[config.mk]
export PLATFORM = sky130hd
export DESIGN_NAME = wb_port_arbiter
export DESIGN_NICKNAME = d
export VERILOG_FILES = /design/src/rtl/wb_port_arbiter.sv
export SDC_FILE = /design/constraint.sdc
export NUM_CORES = 1
export LEC_CHECK = 0
export BUFFER_PORTS_ARGS = -buffer_cell sky130_fd_sc_hd__buf_2
export CAP_MARGIN = 40
export CORE_ASPECT_RATIO = 1.5
export CORE_MARGIN = 4
export CORE_UTILIZATION = 40
export DETAILED_ROUTE_END_ITERATION = 10
export GPL_TIMING_DRIVEN = 0
export PLACE_DENSITY = 0.65
export SLEW_MARGIN = 5
export SYNTH_ARGS = -nofsm -noshare
export SYNTH_HDL_FRONTEND = slang
export SYNTH_SLANG_ARGS = --single-unit
[constraint.sdc]
create_clock -name clk -period 2.82 [get_ports clk]
set_input_delay 0 -clock clk [delete_from_list [all_inputs] [get_ports clk]]
set_output_delay 0 -clock clk [all_outputs]
set_load 0.1 [all_outputs]
[src/rtl/wb_port_arbiter.sv]
// Write-back port arbiter: merges single-cycle core writes and long-latency load
// results onto one registered register-file write port, with a small load buffer.
module wb_port_arbiter #(
  parameter int N       = 32,
  parameter int DEPTH   = 2,
  parameter int AGE_MAX = 4
) (
  input  logic                       clk,
  input  logic                       rst_n,
  input  logic                       core_wb_valid,
  input  logic [4:0]                 core_wb_rd,
  input  logic [N-1:0]               core_wb_data,
  output logic                       core_stall,
  input  logic                       ld_valid,
  output logic                       ld_ready,
  input  logic [4:0]                 ld_rd,
  input  logic [N-1:0]               ld_data,
  output logic                       rf_we,
  output logic [4:0]                 rf_waddr,
  output logic [N-1:0]               rf_wdata,
  output logic [$clog2(DEPTH+1)-1:0] buf_count
);

  localparam int CW = $clog2(DEPTH + 1);
  localparam int PW = (DEPTH > 1) ? $clog2(DEPTH) : 1;
  localparam int AW = $clog2(AGE_MAX + 1);

  localparam logic [CW-1:0] FULL_C = CW'(DEPTH);
  localparam logic [PW-1:0] LAST_C = PW'(DEPTH - 1);
  localparam logic [AW-1:0] AGE_C  = AW'(AGE_MAX);

  // Buffer storage; sq_q marks entries overwritten by a younger core write.
  logic [4:0]       rd_q   [DEPTH];
  logic [N-1:0]     data_q [DEPTH];
  logic [DEPTH-1:0] sq_q;
  logic [PW-1:0]    head_q;
  logic [PW-1:0]    tail_q;
  logic [CW-1:0]    count_q;
  logic [AW-1:0]    age_q;

  logic             empty;
  logic             ld_acc;
  logic             force_drain;
  logic             core_sel;
  logic             drain;
  logic             bypass;
  logic             enq;
  logic             enq_sq;
  logic             sel_we;
  logic [4:0]       sel_addr;
  logic [N-1:0]     sel_data;
  logic [CW-1:0]    count_d;
  logic [AW-1:0]    age_d;

  function automatic logic [PW-1:0] ptr_inc(input logic [PW-1:0] p);
    return (p == LAST_C) ? '0 : p + PW'(1);
  endfunction

  // Load handshake: a result transfers on a cycle where ld_valid && ld_ready.
  // ld_ready depends only on the registered occupancy, never on ld_valid.
  always_comb begin
    empty       = (count_q == '0);
    ld_ready    = rst_n && (count_q < FULL_C);
    ld_acc      = ld_valid && ld_ready;
    force_drain = rst_n && !empty && (age_q == AGE_C);
    core_sel    = rst_n && core_wb_valid && !force_drain;
    drain       = rst_n && !empty && !core_sel;
    bypass      = rst_n && empty && !core_wb_valid && ld_acc;
    enq         = ld_acc && !bypass;
    // A load accepted alongside a same-rd core write is older, so it is dead.
    enq_sq      = core_sel && (ld_rd == core_wb_rd);
  end

  assign core_stall = force_drain;
  assign buf_count  = count_q;

  always_comb begin
    sel_we   = 1'b0;
    sel_addr = core_wb_rd;
    sel_data = core_wb_data;
    if (drain) begin
      sel_we   = !sq_q[head_q] && (rd_q[head_q] != 5'd0);
      sel_addr = rd_q[head_q];
      sel_data = data_q[head_q];
    end else if (core_sel) begin
      sel_we   = (core_wb_rd != 5'd0);
      sel_addr = core_wb_rd;
      sel_data = core_wb_data;
    end else if (bypass) begin
      sel_we   = (ld_rd != 5'd0);
      sel_addr = ld_rd;
      sel_data = ld_data;
    end
  end

  always_comb begin
    count_d = count_q;
    case ({enq, drain})
      2'b10:   count_d = count_q + CW'(1);
      2'b01:   count_d = count_q - CW'(1);
      default: count_d = count_q;
    endcase
  end

  // Age counts the cycles the head has been waiting, including its enqueue cycle.
  always_comb begin
    age_d = age_q;
    if (drain || (empty && !enq)) begin
      age_d = '0;
    end else if (age_q != AGE_C) begin
      age_d = age_q + AW'(1);
    end
  end

  always_ff @(posedge clk or negedge rst_n) begin
    if (!rst_n) begin
      rf_we    <= 1'b0;
      rf_waddr <= '0;
      rf_wdata <= '0;
    end else begin
      rf_we <= sel_we;
      if (sel_we) begin
        rf_waddr <= sel_addr;
        rf_wdata <= sel_data;
      end
    end
  end

  always_ff @(posedge clk or negedge rst_n) begin
    if (!rst_n) begin
      head_q  <= '0;
      tail_q  <= '0;
      count_q <= '0;
      age_q   <= '0;
      sq_q    <= '0;
      for (int i = 0; i < DEPTH; i++) begin
        rd_q[i]   <= '0;
        data_q[i] <= '0;
      end
    end else begin
      count_q <= count_d;
      age_q   <= age_d;
      if (drain) begin
        head_q <= ptr_inc(head_q);
      end
      // Stale free slots may also match; the enqueue below rewrites their flag.
      if (core_sel) begin
        for (int i = 0; i < DEPTH; i++) begin
          if (rd_q[i] == core_wb_rd) begin
            sq_q[i] <= 1'b1;
          end
        end
      end
      if (enq) begin
        tail_q         <= ptr_inc(tail_q);
        rd_q[tail_q]   <= ld_rd;
        data_q[tail_q] <= ld_data;
        sq_q[tail_q]   <= enq_sq;
      end
    end
  end

endmodule

* Word-level counts from Yosys, hierarchy flattened
Cells that the tools add are included.
** Word-level totals
- Bits in registers :: 121
- Bits of input ports :: 78
- Output and inout port bits :: 42
- Word-level logic and storage cells :: 98
** Cells by class
- Add/subtract/negate cells :: 5
- Order comparisons :: 7
- Equality and inequality tests :: 7
- Muxes and demuxes :: 35
- Bitwise operators :: 2
- Reduce and logical (&&, ||, !) cells :: 30
** Operator list (number)
- 32-bit two-way mux :: 7
- 64-bit bitwise mux :: 1
- 5-bit two-way mux :: 7
- 32-bit demux with 1-bit select :: 1
- 1-bit logical AND :: 16
- 5-bit equality test :: 3
- 5-bit nonzero test :: 3
- 10-bit bitwise mux :: 1
- 1-bit two-way mux :: 10
- 1-bit zero test :: 7
- 3-bit two-way mux :: 2
- 5-bit demux with 1-bit select :: 1
- 2-bit greater-or-equal comparator, second input constant :: 2
- 1-bit by 2-bit < comparator with 1-bit output, second input constant :: 2
- 2-bit two-way mux :: 2
- 1-bit inverter with 2-bit output :: 2
- 2-bit one-hot mux with 2 select lines :: 1
- 2-bit nonzero test :: 2
- 3-bit by 1-bit adder with 3-bit output, second input constant :: 1
- 3-bit equality test, second input constant :: 1
- 3-bit inequality test, second input constant :: 1
- 1-bit adder, second input constant :: 2
- 2-bit by 1-bit adder with 2-bit output, second input constant :: 1
- 2-bit bitwise mux :: 1
- 9 further kinds :: 9

* Logic depth before layout (Yosys ltp)
Gate-level depths: netlist (run 1).
- Depth in word-level cells :: 10
- Gate-level depth with buffers :: 11
- Mapped depth without buffers :: 9

* Least setup slack after synthesis (run 1)
OpenSTA, ideal clock, no wires.
- Path type :: flip-flop to flip-flop
- From :: reg count_q[0] (netlist: buf_count[0])
- To :: reg rf_wdata[16]
- Library setup time :: 0.128 ns
- Arrival time :: 2.608 ns
- Data required time :: 2.692 ns
- Path slack :: 0.083 ns
- Stages on the path, launching flop included :: 9
- Clock period less this slack :: 2.737 ns
- Path through :: dfrtp_1 -> clkbuf_1 -> nor2_1 -> and2_1 -> clkbuf_1 -> a222oi_1 -> buf_4 -> buf_6 -> mux2_1
** Between the ends
- Word-level cells in the longest chain between the ends :: 9
- Elaborated cells on any way between the ends :: 20
- Those cells by class :: order compare (1); mux (6); reduce/logical (13)
** RTL lines
- start: declaration :: line 38 : logic [CW-1:0] count_q;
- start signal: assignment :: line 141 : count_q <= count_d;
- branches (longest 9 deep; another with 2-bit < comparator)
- end signal: assignment :: line 124 : rf_wdata <= sel_data;
- end: declaration :: line 20 : output logic [N-1:0] rf_wdata,
Parallel ways; which one is timed is not known.
A chain may end at the register's enable or synchronous reset.

* Worst setup path in the final report (run 1)
- From :: reg age_q[0]
- To :: reg rf_wdata[17]
** Between the ends
- Word-level cells in the longest chain between the ends :: 7
- Elaborated cells on any way between the ends :: 10
- Those cells by class :: eq/ne (1); mux (4); reduce/logical (5)
** RTL lines
- start: declaration :: line 39 : logic [AW-1:0] age_q;
- start signal: assignment :: line 142 : age_q <= age_d;
- 3-bit equality test (*) :: line 65 : force_drain = rst_n && !empty && (age_q == AGE_C);
- 1-bit logical AND (*) :: line 65
- 1-bit zero test (*) :: line 66 : core_sel = rst_n && core_wb_valid && !force_drain;
- 1-bit logical AND (*) :: line 66
- 1-bit zero test :: line 67 : drain = rst_n && !empty && !core_sel;
- 1-bit logical AND :: line 67
- 32-bit two-way mux / 1-bit two-way mux (equally long branches) :: line 81 : if (drain) begin
Mark *: on every way between the ends. The rest lies on a longest branch, timed or not.

==> results of run 1 <==
==> placed cells by master (no fill, tap or decap), types with 2 or more instances in the layout <==
master         count
a211oi_1          34
a21oi_1            2
a31oi_1           34
a41oi_1            2
buf_1              5
buf_2            124
buf_6              3
bufinv_16          2
clkbuf_1          24
clkbuf_16         17
clkinv_2           5
clkinvlp_4         2
dfrtp_1          121
dlygate4sd3_1     39
ha_1               3
inv_1              5
mux2_1            19
mux2_2            92
mux2i_1           11
nand2_1           77
nand4_1            2
nor2_1            10
nor2b_1           35
nor3_1             6
xnor2_1           11
xor2_1            10
==> area by class of cell <==
class	count	area (sq um)	share of cell area, %
Buffer	38	174	2.24
Clock buffer	22	454	5.85
Clock inverter	9	100	1.29
Inverter	5	18.8	0.242
Multi-Input combinational cell	359	2740	35.3
Sequential cell	121	3030	39.0
Tap cell	196	245	3.16
Timing Repair Buffer	156	1000	12.9
==> path summary, 6_finish.rpt <==
kind | from | to | cells past startpoint
worst min-delay path | core_wb_data[27] | rf_wdata[27] | 4
worst max register to register | age_q[0] | rf_wdata[17] | 9
max in group asynchronous | rst_n | data_q[48] | 3
worst min register to register | rf_waddr[2] | rf_waddr[2] | 1
min in group asynchronous | rst_n | rf_we | 2
worst max-delay path | age_q[0] | rf_wdata[17] | 9
==> cells by family (layout without fill, tap and decap cells) <==
logic type	count (synthesis)	after routing	share of synthesized area (%)
mux	122	122	22.8
buf+inv	44	230	3.27
compound gates	78	78	9.04
simple gates	135	135	10.4
fa+ha+maj	3	3	0.629
xor+xnor	21	21	3.08
flops	121	121	50.8
==> per-stage QoR <==
stage | setup TNS, ns | hold slack, ns | setup slack (ns) | utilization (%)
4_1_cts | 0 | 0.00454 | 0.0581 | 53.2
5_1_grt | 0 | 0.0261 | 0.0870 | 53.2
2_1_floorplan | 0 | -0.296 | 0.0831 | -
3_5_place_dp | 0 | -0.00556 | 0.114 | 46.8
3_3_place_gp | -128.16 | 0.260 | -1.46 | 46.5
6_report | 0 | 0.0108 | 0.228 | 53.2
==> state kept, by name (all words and copies together), names as in the netlist <==
name       cells
head_q         1
data_q        64
rf_wdata      32
rd_q          10
rf_we          1
buf_count      2
rf_waddr       5
tail_q         1
age_q          3
sq_q           2
==> metal layers <==
layer | part of all wire, % | vias to the layer above | global-route usage [%] | wire [microns]
li1 | - | 2193 | - | -
met1 | 40 | 2287 | 22.5 | 6130
met2 | 54 | 98 | 33.0 | 8160
met3 | 3.8 | 19 | 3.98 | 581
met4 | 1.9 | 0 | 7.88 | 292
met5 | 0 | - | 0 | 0
==> worst reg2reg max path: stages (launching register included) <==
cell and delay [ns]:
dfrtp_1 0.39, inv_1 0.06, ha_1 0.23, nand2_1 0.17
a21o_1 0.20, a211oi_1 0.07, a222oi_1 0.52, buf_4 0.30
buf_6 0.18, mux2_1 0.34
==> what timing repair did <==
item	in CTS	in global routing
setup endpoints to repair	0	20
endpoints found under the hold margin	127	0
resized for setup	0	1
buffers inserted	0	0
hold buffers	39	0
==> power by group through the flow <==
stage          sequential (uW)  combinational, uW  clock, uW
5_1_grt                   3180               5280       2170
6_report                  3060               4960       2050
3_3_place_gp              3030               4870          0
4_1_cts                   3060               5010       2090
3_5_place_dp              3090               4950          0
2_1_floorplan             5140               1890          0
==> flow_metrics.env, run 1 <==
export IMPL_detailroute_via_count=4597
export IMPL_largest_area_contributor_in_the_synthesized_netlist="dfrtp_1"
export IMPL_cts_root_to_sink_buffers=2
export IMPL_list_of_most_frequent_post_synthesis_cells="121 x dfrtp_1, 92 x mux2_2, 77 x nand2_1, 35 x nor2b_1"
export IMPL_power_leakage_uw=0.00346
export IMPL_detail_route_antenna_nets=0
export IMPL_critPathSlowestCell="a222oi_1"
export IMPL_final_net_count=779
export IMPL_floorplan_io_pins=120
export IMPL_yosysWarnings=0
export IMPL_drt_pass1_iter_count=4
export IMPL_clock_sinks=121
export IMPL_layout_area_overhead_vs_synth_pct=30.2
export IMPL_p_int_uw=5400
export IMPL_setup_worst_path_start_class="flop"
export IMPL_place_inst=837
export IMPL_finalNonFillerCells=906
export IMPL_path_buf_inv=3
export IMPL_dieHeight_microns=158
export IMPL_setup_violations=0
export IMPL_grt_setup_unrepaired="false"
export IMPL_synthesis_area_per_instance_sq_um=11.4
export IMPL_grt_max_degree=70
export IMPL_antenna_violations_before_repair=0
export IMPL_routability_congestion_estimate=0.880
export IMPL_routed_via_density=5.07
export IMPL_largest_vdd_supply_drop_mv=0.822
export IMPL_grtUsageTotal_pct=18.9
export IMPL_tritoncts_num_buffers=17
export IMPL_post_route_total_power_uw=10100
export IMPL_row_count=54
export IMPL_path_max_fanout=10
export IMPL_max_clock_freq_mhz=386
export IMPL_synth_enable_flop_cells=0
export IMPL_period_minus_slack_ns=2.59
export IMPL_cap_viol_max_count=0
export IMPL_post_route_period_util_pct=91.9
export IMPL_synth_cell_type_count=33
export IMPL_clock_tree_root_cell="clkbuf_16"
export IMPL_synth_async_reset_ratio_pct=100
export IMPL_yosys_cell_count_top_type="dfrtp_1"
export IMPL_buffer_ports_inserted=116
export IMPL_grt_ovfl_total=0
export IMPL_timing_final_max_slew_violations=0
export IMPL_comb_power_share_pct=49.2
export IMPL_timing_critical_path_cells="inv_1, ha_1, nand2_1, a21o_1, a211oi_1, a222oi_1, buf_4, buf_6, mux2_1"
export IMPL_path_type_of_the_worst_setup_path="reg -> reg"
export IMPL_cts_htree_levels=4
export IMPL_cp_arrival_ns=2.87
export IMPL_power_net_switching_uw=4670
export IMPL_postSynthNetCount=605
export IMPL_synth_seq_area_share_pct=50.8
export IMPL_drive_gt1_share_pct=35.1
export IMPL_drc=0
export IMPL_worst_slew_pin_slew_ns=0.625
export IMPL_fp_dieArea_sq_um=17000
export IMPL_ys_top_cells_by_area="dfrtp_1 51%, mux2_2 17%, nand2_1 4.8%"
export IMPL_run_status="finished clean"
export IMPL_synth_ff_latch_count=121
export IMPL_cts_tree="yes"
export IMPL_synthesis_area_sq_um=5960
export IMPL_final_fill_count=1318
export IMPL_insertion_delay_ns=0.41
export IMPL_grt_pass1_vias=5081
export IMPL_final_setup_skew_ns=0.00726
export IMPL_initial_core_util_pct=40.9
export IMPL_netSwitchingFraction_pct=46.4
export IMPL_design_core_area_sq_um=14600
export IMPL_post_route_cell_area_sq_um=7770
export IMPL_syn_instance_count=524
export IMPL_floorplan_die_width_microns=108
export IMPL_initialDrtViolationCount=171
export IMPL_dp_final_hpwl_mm=10.8
export IMPL_cpPeakStageDelay_ns=0.52
export IMPL_placedInstanceArea_sq_um=6820
export IMPL_clkSlewWorstSetupHoldPaths_ns=0.05
export IMPL_min_delay_path_class="in -> reg"
export IMPL_finalHoldViolCount=0
export IMPL_end_kind="flop"
export IMPL_fraction_of_synthesized_cell_area_taken_by_the_top_area_cell_type_pct=50.8
export IMPL_r2r_slack_ns=0.23
export IMPL_route_detailed_wl_per_inst_microns=16.7
export IMPL_critical_path_required_ns=3.10
export IMPL_maxSlewHeadroom_pct=58.3
export IMPL_synth_ff_type="dfrtp_1"
export IMPL_antenna_cells=0
export IMPL_wire_length_of_the_first_global_routing_pass_mm=25.2
export IMPL_seqPwrFrac_pct=30.4
export IMPL_totalWireLength_mm=15.2
export IMPL_pwr_share_clk_pct=20.3
export IMPL_cellPowerDensity_nw_per_um2=1300
export IMPL_crit_family="compound AO/OA/AOI/OAI gates"
Power figures use the tool's default switching activity.
==> run 2, diff against run 1 <==
--- a/config.mk
+++ b/config.mk
@@ -9,10 +9,11 @@
 export CAP_MARGIN = 40
 export CORE_ASPECT_RATIO = 1.5
 export CORE_MARGIN = 4
-export CORE_UTILIZATION = 40
+export CORE_UTILIZATION = 55
+export CTS_CLUSTER_SIZE = 28
 export DETAILED_ROUTE_END_ITERATION = 10
 export GPL_TIMING_DRIVEN = 0
-export PLACE_DENSITY = 0.65
+export PLACE_DENSITY = 0.84
 export SLEW_MARGIN = 5
 export SYNTH_ARGS = -nofsm -noshare
 export SYNTH_HDL_FRONTEND = slang
==> run 2 against run 1 <==
Sequential share of layout area about the same. Flip-flop and latch count unchanged. Final area increased by 0.11%. Wire length increased by 2.1%. Die area decreased by 26%. Clock power increased by 7%. Largest cell class unchanged. Total power increased by 2.3%. Non-clock buffer count increased by 3. Worst hold slack got worse by 0.0012 ns. Critical path depth increased by 1. Highest routed layer unchanged. Core utilization increased by 20 points.
==> flow_metrics.env, run 2 (synthesis results as in run 1) <==
export IMPL_run_status="finished clean"
export IMPL_critPathSlowestCell="dlygate4sd3_1"
export IMPL_max_clock_freq_mhz=370
export IMPL_detail_route_antenna_nets=0
export IMPL_clock_sinks=121
export IMPL_cts_htree_levels=4
export IMPL_drive_gt1_share_pct=35.2
export IMPL_post_route_period_util_pct=95.8
export IMPL_netSwitchingFraction_pct=46.1
export IMPL_clock_tree_root_cell="clkbuf_16"
export IMPL_period_minus_slack_ns=2.70
export IMPL_maxSlewHeadroom_pct=55.8
export IMPL_antenna_violations_before_repair=0
export IMPL_floorplan_io_pins=120
export IMPL_tritoncts_num_buffers=17
export IMPL_end_kind="flop"
export IMPL_route_detailed_wl_per_inst_microns=18.0
export IMPL_antenna_cells=0
export IMPL_biggestRegsByFlops="data_q x64, rf_wdata x32, rd_q x10"
export IMPL_cts_root_to_sink_buffers=2
export IMPL_timing_critical_path_cells="dlygate4sd3_1, buf_8, and3b_1, and2_1, clkbuf_1, a222oi_1, buf_4, buf_4, buf_6, mux2_1"
export IMPL_path_buf_inv=6
export IMPL_grt_pass1_vias=5138
export IMPL_top_usage_layer="met2"
export IMPL_routed_via_density=5.58
export IMPL_row_count=46
export IMPL_met1_usage_pct=28.6
export IMPL_path_type_of_the_worst_setup_path="in -> reg"
export IMPL_worst_slew_pin_slew_ns=0.662
export IMPL_cp_arrival_ns=3.00
export IMPL_drc=0
export IMPL_grtUsageTotal_pct=25.6
export IMPL_cap_viol_max_count=0
export IMPL_mostFrequentLayoutCell="buf_2"
export IMPL_setup_worst_path_start_class="input pin"
export IMPL_detailroute_via_count=4790
export IMPL_finalHoldViolCount=0
export IMPL_cpPeakStageDelay_ns=0.57
export IMPL_crit_reg_reg_startpoint="buf_count[0]"
export IMPL_design_core_area_sq_um=10600
export IMPL_cp_common_cell="buf_4"
export IMPL_path_max_fanout=66
export IMPL_final_net_count=782
export IMPL_timing_critical_path_from="rst_n"
export IMPL_drt_pass1_iter_count=4
export IMPL_final_setup_skew_ns=0.00844
export IMPL_registers_top_by_ff_count="data_q"
export IMPL_p_int_uw=5550
export IMPL_seqPwrFrac_pct=30.0
export IMPL_layout_area_overhead_vs_synth_pct=30.4
export IMPL_use_met3_pct=4.61
export IMPL_totalWireLength_mm=15.5
export IMPL_initial_core_util_pct=56.3
export IMPL_crit_cells=10
export IMPL_cellPowerDensity_nw_per_um2=1320
export IMPL_setup_violations=0
export IMPL_wire_length_of_the_first_global_routing_pass_mm=25.0
export IMPL_comb_power_share_pct=48.6
export IMPL_buffer_ports_inserted=116
export IMPL_fp_dieArea_sq_um=12600
export IMPL_crit_family="buffers and inverters"
export IMPL_power_leakage_uw=0.00350
export IMPL_dieHeight_microns=136
export IMPL_initialDrtViolationCount=192
export IMPL_power_net_switching_uw=4750
export IMPL_grt_ovfl_total=0
export IMPL_min_delay_path_class="in -> reg"
export IMPL_r2r_slack_ns=0.16
export IMPL_clkSlewWorstSetupHoldPaths_ns=0.05
export IMPL_cts_tree="yes"
export IMPL_timing_final_max_slew_violations=0
export IMPL_final_cell_mix="124 x buf_2, 121 x dfrtp_1, 92 x mux2_2"
export IMPL_insertion_delay_ns=0.42
export IMPL_worstSetupEndpoint="rf_wdata[27]"
export IMPL_largest_vdd_supply_drop_mv=1.28
export IMPL_post_route_total_power_uw=10300
export IMPL_pwr_share_clk_pct=21.4
export IMPL_grt_max_degree=67
export IMPL_floorplan_die_width_microns=93.0
export IMPL_dp_final_hpwl_mm=10.4
export IMPL_r2r_worst_path_cells=9
export IMPL_rr_endpoint="rf_wdata[27]"
export IMPL_detailedPlace_worstSlack_ns=0.172
export IMPL_critical_path_required_ns=3.11
export IMPL_routability_congestion_estimate=0.845
export IMPL_setup_slack_ns=0.118
export IMPL_largest_reg_flops=64
export IMPL_groute_layer_met2_usage_pct=46.6
==> run 2: cell types whose count changed in the layout (fill, tap and decap cells not counted) <==
cell           change
clkbuf_8           +2
clkinvlp_4         -2
dlygate4sd3_1      +2
buf_4              +1
buf_6              -1
buf_8              +1
bufinv_16          +1
clkbuf_2           -1
clkinv_2           +1
==> run 2: metrics by stage <==
step,TNS [ns],hold WS (ns),area [sq um],utilization [%],cells
global placement,-111.59,0.259,6730,63.5,784
floorplan,0,-0.296,5960,-,524
global route,-0.775,0.0389,7770,73.4,858
detailed placement,0,0.0242,6760,63.8,785
finish,0,0.00962,7770,73.4,858
CTS,0,0.00345,7770,73.3,858
==> run 2: layout make-up <==
| class | instances | area, sq um |
|---|---|---|
| buffer | 38 | 173 |
| clock buffer | 23 | 478 |
| clock inverter | 9 | 120 |
| fill | 733 | 2820 |
| inverter | 5 | 18.8 |
| multi-input combinational | 359 | 2740 |
| sequential | 121 | 3030 |
| tap | 144 | 180 |
| timing repair buffer | 159 | 1040 |
==> run 2: power by group through the flow <==
stage / sequential [uW] / clock (uW) / combinational, uW
5_1_grt: 3190 / 2290 / 5270
2_1_floorplan: 5140 / 0 / 1890
4_1_cts: 3080 / 2210 / 5020
3_5_place_dp: 3100 / 0 / 4950
6_report: 3090 / 2200 / 5010
3_3_place_gp: 3020 / 0 / 4820
==> run 2: worst min-delay path by stage <==
stage | startpoint | to | slack [ns] | cells after the start
floorplan | rst_n | age_q[0] | -0.30 | 0
global placement | ld_data[20] | data_q[20] | 0.26 | 2
detailed placement | rst_n | rf_wdata[26] | 0.02 | 1
CTS | core_wb_data[29] | rf_wdata[29] | 0.003 | 4
global route | core_wb_data[16] | rf_wdata[16] | 0.04 | 4
finish | core_wb_data[30] | rf_wdata[30] | 0.01 | 4
==> run 2: layer usage <==
metal | wire length [microns] | vias up
met5 | 0 | -
met3 | 655 | 31
li1 | - | 2210
met1 | 5940 | 2405
met2 | 8450 | 144
met4 | 437 | 0
==> run 2: worst register-to-register path: cells and delay by family (launching register included) <==
kind                   cells  cell delay, ns
buffers and inverters      5            1.14
AND/OR/NAND/NOR            2            0.25
AO/OA/AOI/OAI              1            0.46
multiplexers               1            0.34
flip-flops                 1            0.34
==> run 2: timing repair <==
action,4_1_cts,5_1_grt
hold buffers,41,0
gates resized for setup,0,2
endpoints found under the setup margin,0,20
buffers inserted,0,1
hold endpoints to repair,138,0
==> run 3, diff against run 2 <==
--- a/config.mk
+++ b/config.mk
@@ -12,7 +12,6 @@
 export CORE_UTILIZATION = 55
 export CTS_CLUSTER_SIZE = 28
 export DETAILED_ROUTE_END_ITERATION = 10
-export GPL_TIMING_DRIVEN = 0
 export PLACE_DENSITY = 0.84
 export SLEW_MARGIN = 5
 export SYNTH_ARGS = -nofsm -noshare
==> run 3 against run 2 <==
The flow now finishes with violations (negative hold slack). Wire length decreased by 1.9%. Core utilization decreased by 0.34 points. Register-to-register slack improved by 0.26 ns. Non-clock buffer count decreased by 22. First-iteration DRC count increased by 23%. Clock skew increased by 0.0039 ns. Die area unchanged. Sequential power increased by 2%. Global-route usage increased by 0.23 points. Final cell count decreased by 2.6%. Setup slack improved by 0.30 ns. Flip-flop and latch count unchanged. Highest routed layer unchanged.
==> flow_metrics.env, run 3 (synthesis results as in run 1) <==
export IMPL_run_status="finished with violations"
export IMPL_failed_checks="negative hold slack"
export IMPL_wire_length_of_the_first_global_routing_pass_mm=25.3
export IMPL_r2r_slack_ns=0.42
export IMPL_drive_gt1_share_pct=37.8
export IMPL_dp_final_hpwl_mm=9.83
export IMPL_grt_max_degree=67
export IMPL_post_route_cell_area_sq_um=7740
export IMPL_final_setup_skew_ns=0.0124
export IMPL_crit_cells=8
export IMPL_floorplan_die_width_microns=93.0
export IMPL_clkSlewWorstSetupHoldPaths_ns=0.06
export IMPL_final_net_count=760
export IMPL_min_path_cells=4
export IMPL_totalWireLength_mm=15.2
export IMPL_cts_resized=0
export IMPL_clock_tree_root_cell="clkbuf_16"
export IMPL_period_minus_slack_ns=2.40
export IMPL_detailroute_via_count=4706
export IMPL_tritoncts_num_buffers=17
export IMPL_placedInstanceArea_sq_um=6740
export IMPL_grt_setup_unrepaired="false"
export IMPL_cap_viol_max_count=0
export IMPL_design_core_area_sq_um=10600
export IMPL_layout_area_overhead_vs_synth_pct=29.7
export IMPL_biggestRegsByFlops="data_q x64, rf_wdata x32, rd_q x10"
export IMPL_crit_reg_reg_startpoint="age_q[0]"
export IMPL_antenna_violations_before_repair=1
export IMPL_end_kind="flop"
export IMPL_path_type_of_the_worst_setup_path="reg -> reg"
export IMPL_path_buf_inv=2
export IMPL_maxSlewHeadroom_pct=57.1
export IMPL_timing_final_max_slew_violations=0
export IMPL_power_leakage_uw=0.00348
export IMPL_cp_arrival_ns=2.69
export IMPL_insertion_delay_ns=0.42
export IMPL_clock_sinks=121
export IMPL_hold_path_end="rf_wdata[18]"
export IMPL_critical_path_required_ns=3.11
export IMPL_route_detailed_wl_per_inst_microns=18.2
export IMPL_buffer_ports_inserted=119
export IMPL_grtUsageTotal_pct=25.9
export IMPL_initialDrtViolationCount=236
export IMPL_detail_route_antenna_nets=0
export IMPL_hold_start="core_wb_data[18]"
export IMPL_critPathSlowestCell="a222oi_1"
export IMPL_grt_pass1_vias=5228
export IMPL_cts_tree="yes"
export IMPL_cpPeakStageDelay_ns=0.48
export IMPL_place_inst=763
export IMPL_dieHeight_microns=136
export IMPL_fp_dieArea_sq_um=12600
export IMPL_setup_worst_path_start_class="flop"
export IMPL_drt_pass1_iter_count=4
export IMPL_cellPowerDensity_nw_per_um2=1320
export IMPL_registers_top_by_ff_count="data_q"
export IMPL_setup_violations=0
export IMPL_max_clock_freq_mhz=416
export IMPL_rr_endpoint="rf_wdata[1]"
export IMPL_row_count=46
export IMPL_post_route_period_util_pct=85.2
export IMPL_cts_root_to_sink_buffers=2
export IMPL_finalHoldViolCount=1
export IMPL_drc=0
export IMPL_finalHoldWorstSlack_ns=-0.00222
export IMPL_path_max_fanout=38
export IMPL_crit_family="compound AO/OA/AOI/OAI gates"
export IMPL_mostFrequentLayoutCell="dfrtp_1"
export IMPL_min_delay_path_class="in -> reg"
export IMPL_largest_reg_flops=64
export IMPL_finalNonFillerCells=836
export IMPL_initial_core_util_pct=56.3
export IMPL_final_cell_mix="120 x dfrtp_1, 118 x buf_2, 92 x mux2_2"
export IMPL_worst_slew_pin_slew_ns=0.642
export IMPL_largest_vdd_supply_drop_mv=0.891
export IMPL_routed_via_density=5.63
export IMPL_floorplan_io_pins=120
export IMPL_cts_htree_levels=4
export IMPL_routability_congestion_estimate=0.944
export IMPL_r2r_worst_path_cells=8
export IMPL_sum_of_negative_setup_slack_ns=0
export IMPL_grt_ovfl_total=0
export IMPL_timing_critical_path_cells="inv_1, ha_1, nand2_1, a21o_2, a211oi_1, a222oi_1, buf_12, mux2_2"
## run 3: cell count changes in the layout (fill, tap and decap cells not counted), sizes merged
cell,change
bufinv,-1
clkbuf,-24
buf,-1
diode,+1
clkinv,-1
clkinvlp,+4
## run 3: repair_timing
| action | in CTS | in global routing |
|---|---|---|
| setup buffers | 0 | 0 |
| hold buffers | 41 | 0 |
| hold endpoints to repair | 119 | 0 |
## run 3: area by class of cell
type / count / area, sq um
Multi-Input combinational cell: 359 / 2750
Sequential cell: 121 / 3030
Timing Repair Buffer: 175 / 1170
Antenna cell: 1 / 2.50
Clock buffer: 20 / 467
Fill cell: 739 / 2850
Inverter: 5 / 18.8
Tap cell: 144 / 180
Clock inverter: 11 / 123
## run 3: how the worst max path moves through the flow
stage,end,startpoint,slack (ns)
floorplan,rf_wdata[16],buf_count[0],0.08
global placement,rf_wdata[13],age_q[0],0.55
detailed placement,rf_wdata[1],age_q[0],0.47
CTS,rf_wdata[28],age_q[0],0.42
global route,rf_wdata[15],age_q[0],0.26
finish,rf_wdata[1],age_q[0],0.42
## run 3: per-stage QoR
stage / setup WS (ns) / power (uW) / util, %
2_1_floorplan: 0.0831 / 7030 / -
3_3_place_gp: 0.555 / 7800 / 63.4
3_5_place_dp: 0.471 / 8020 / 63.6
4_1_cts: 0.422 / 10200 / 73.1
5_1_grt: 0.263 / 10700 / 73.1
6_report: 0.419 / 10200 / 73.1
## run 3: metal layers
layer  wire [microns]  vias to the layer above  global-route usage [%]
met5                0                        -                       0
met4              585                        0                    14.3
met3              623                       49                    5.78
met2             8230                      153                    45.7
met1             5740                     2337                    28.5
li1                 -                     2167                       -
## run 3: power by group
part | internal [uW] | leakage [uW] | total, uW | switching [uW]
Clock | 1360 | 0.000280 | 2140 | 777
Combinational | 1470 | 0.00176 | 4900 | 3430
Sequential | 2620 | 0.00144 | 3160 | 540
Total | 5450 | 0.00348 | 10200 | 4750
## run 3: worst register-to-register path, stage by stage (launching register included)
cell and delay, ns:
dfrtp_1 0.40, inv_1 0.07, ha_1 0.23, nand2_1 0.17, a21o_2 0.18, a211oi_1 0.05, a222oi_1 0.48, buf_12 0.31
mux2_2 0.38
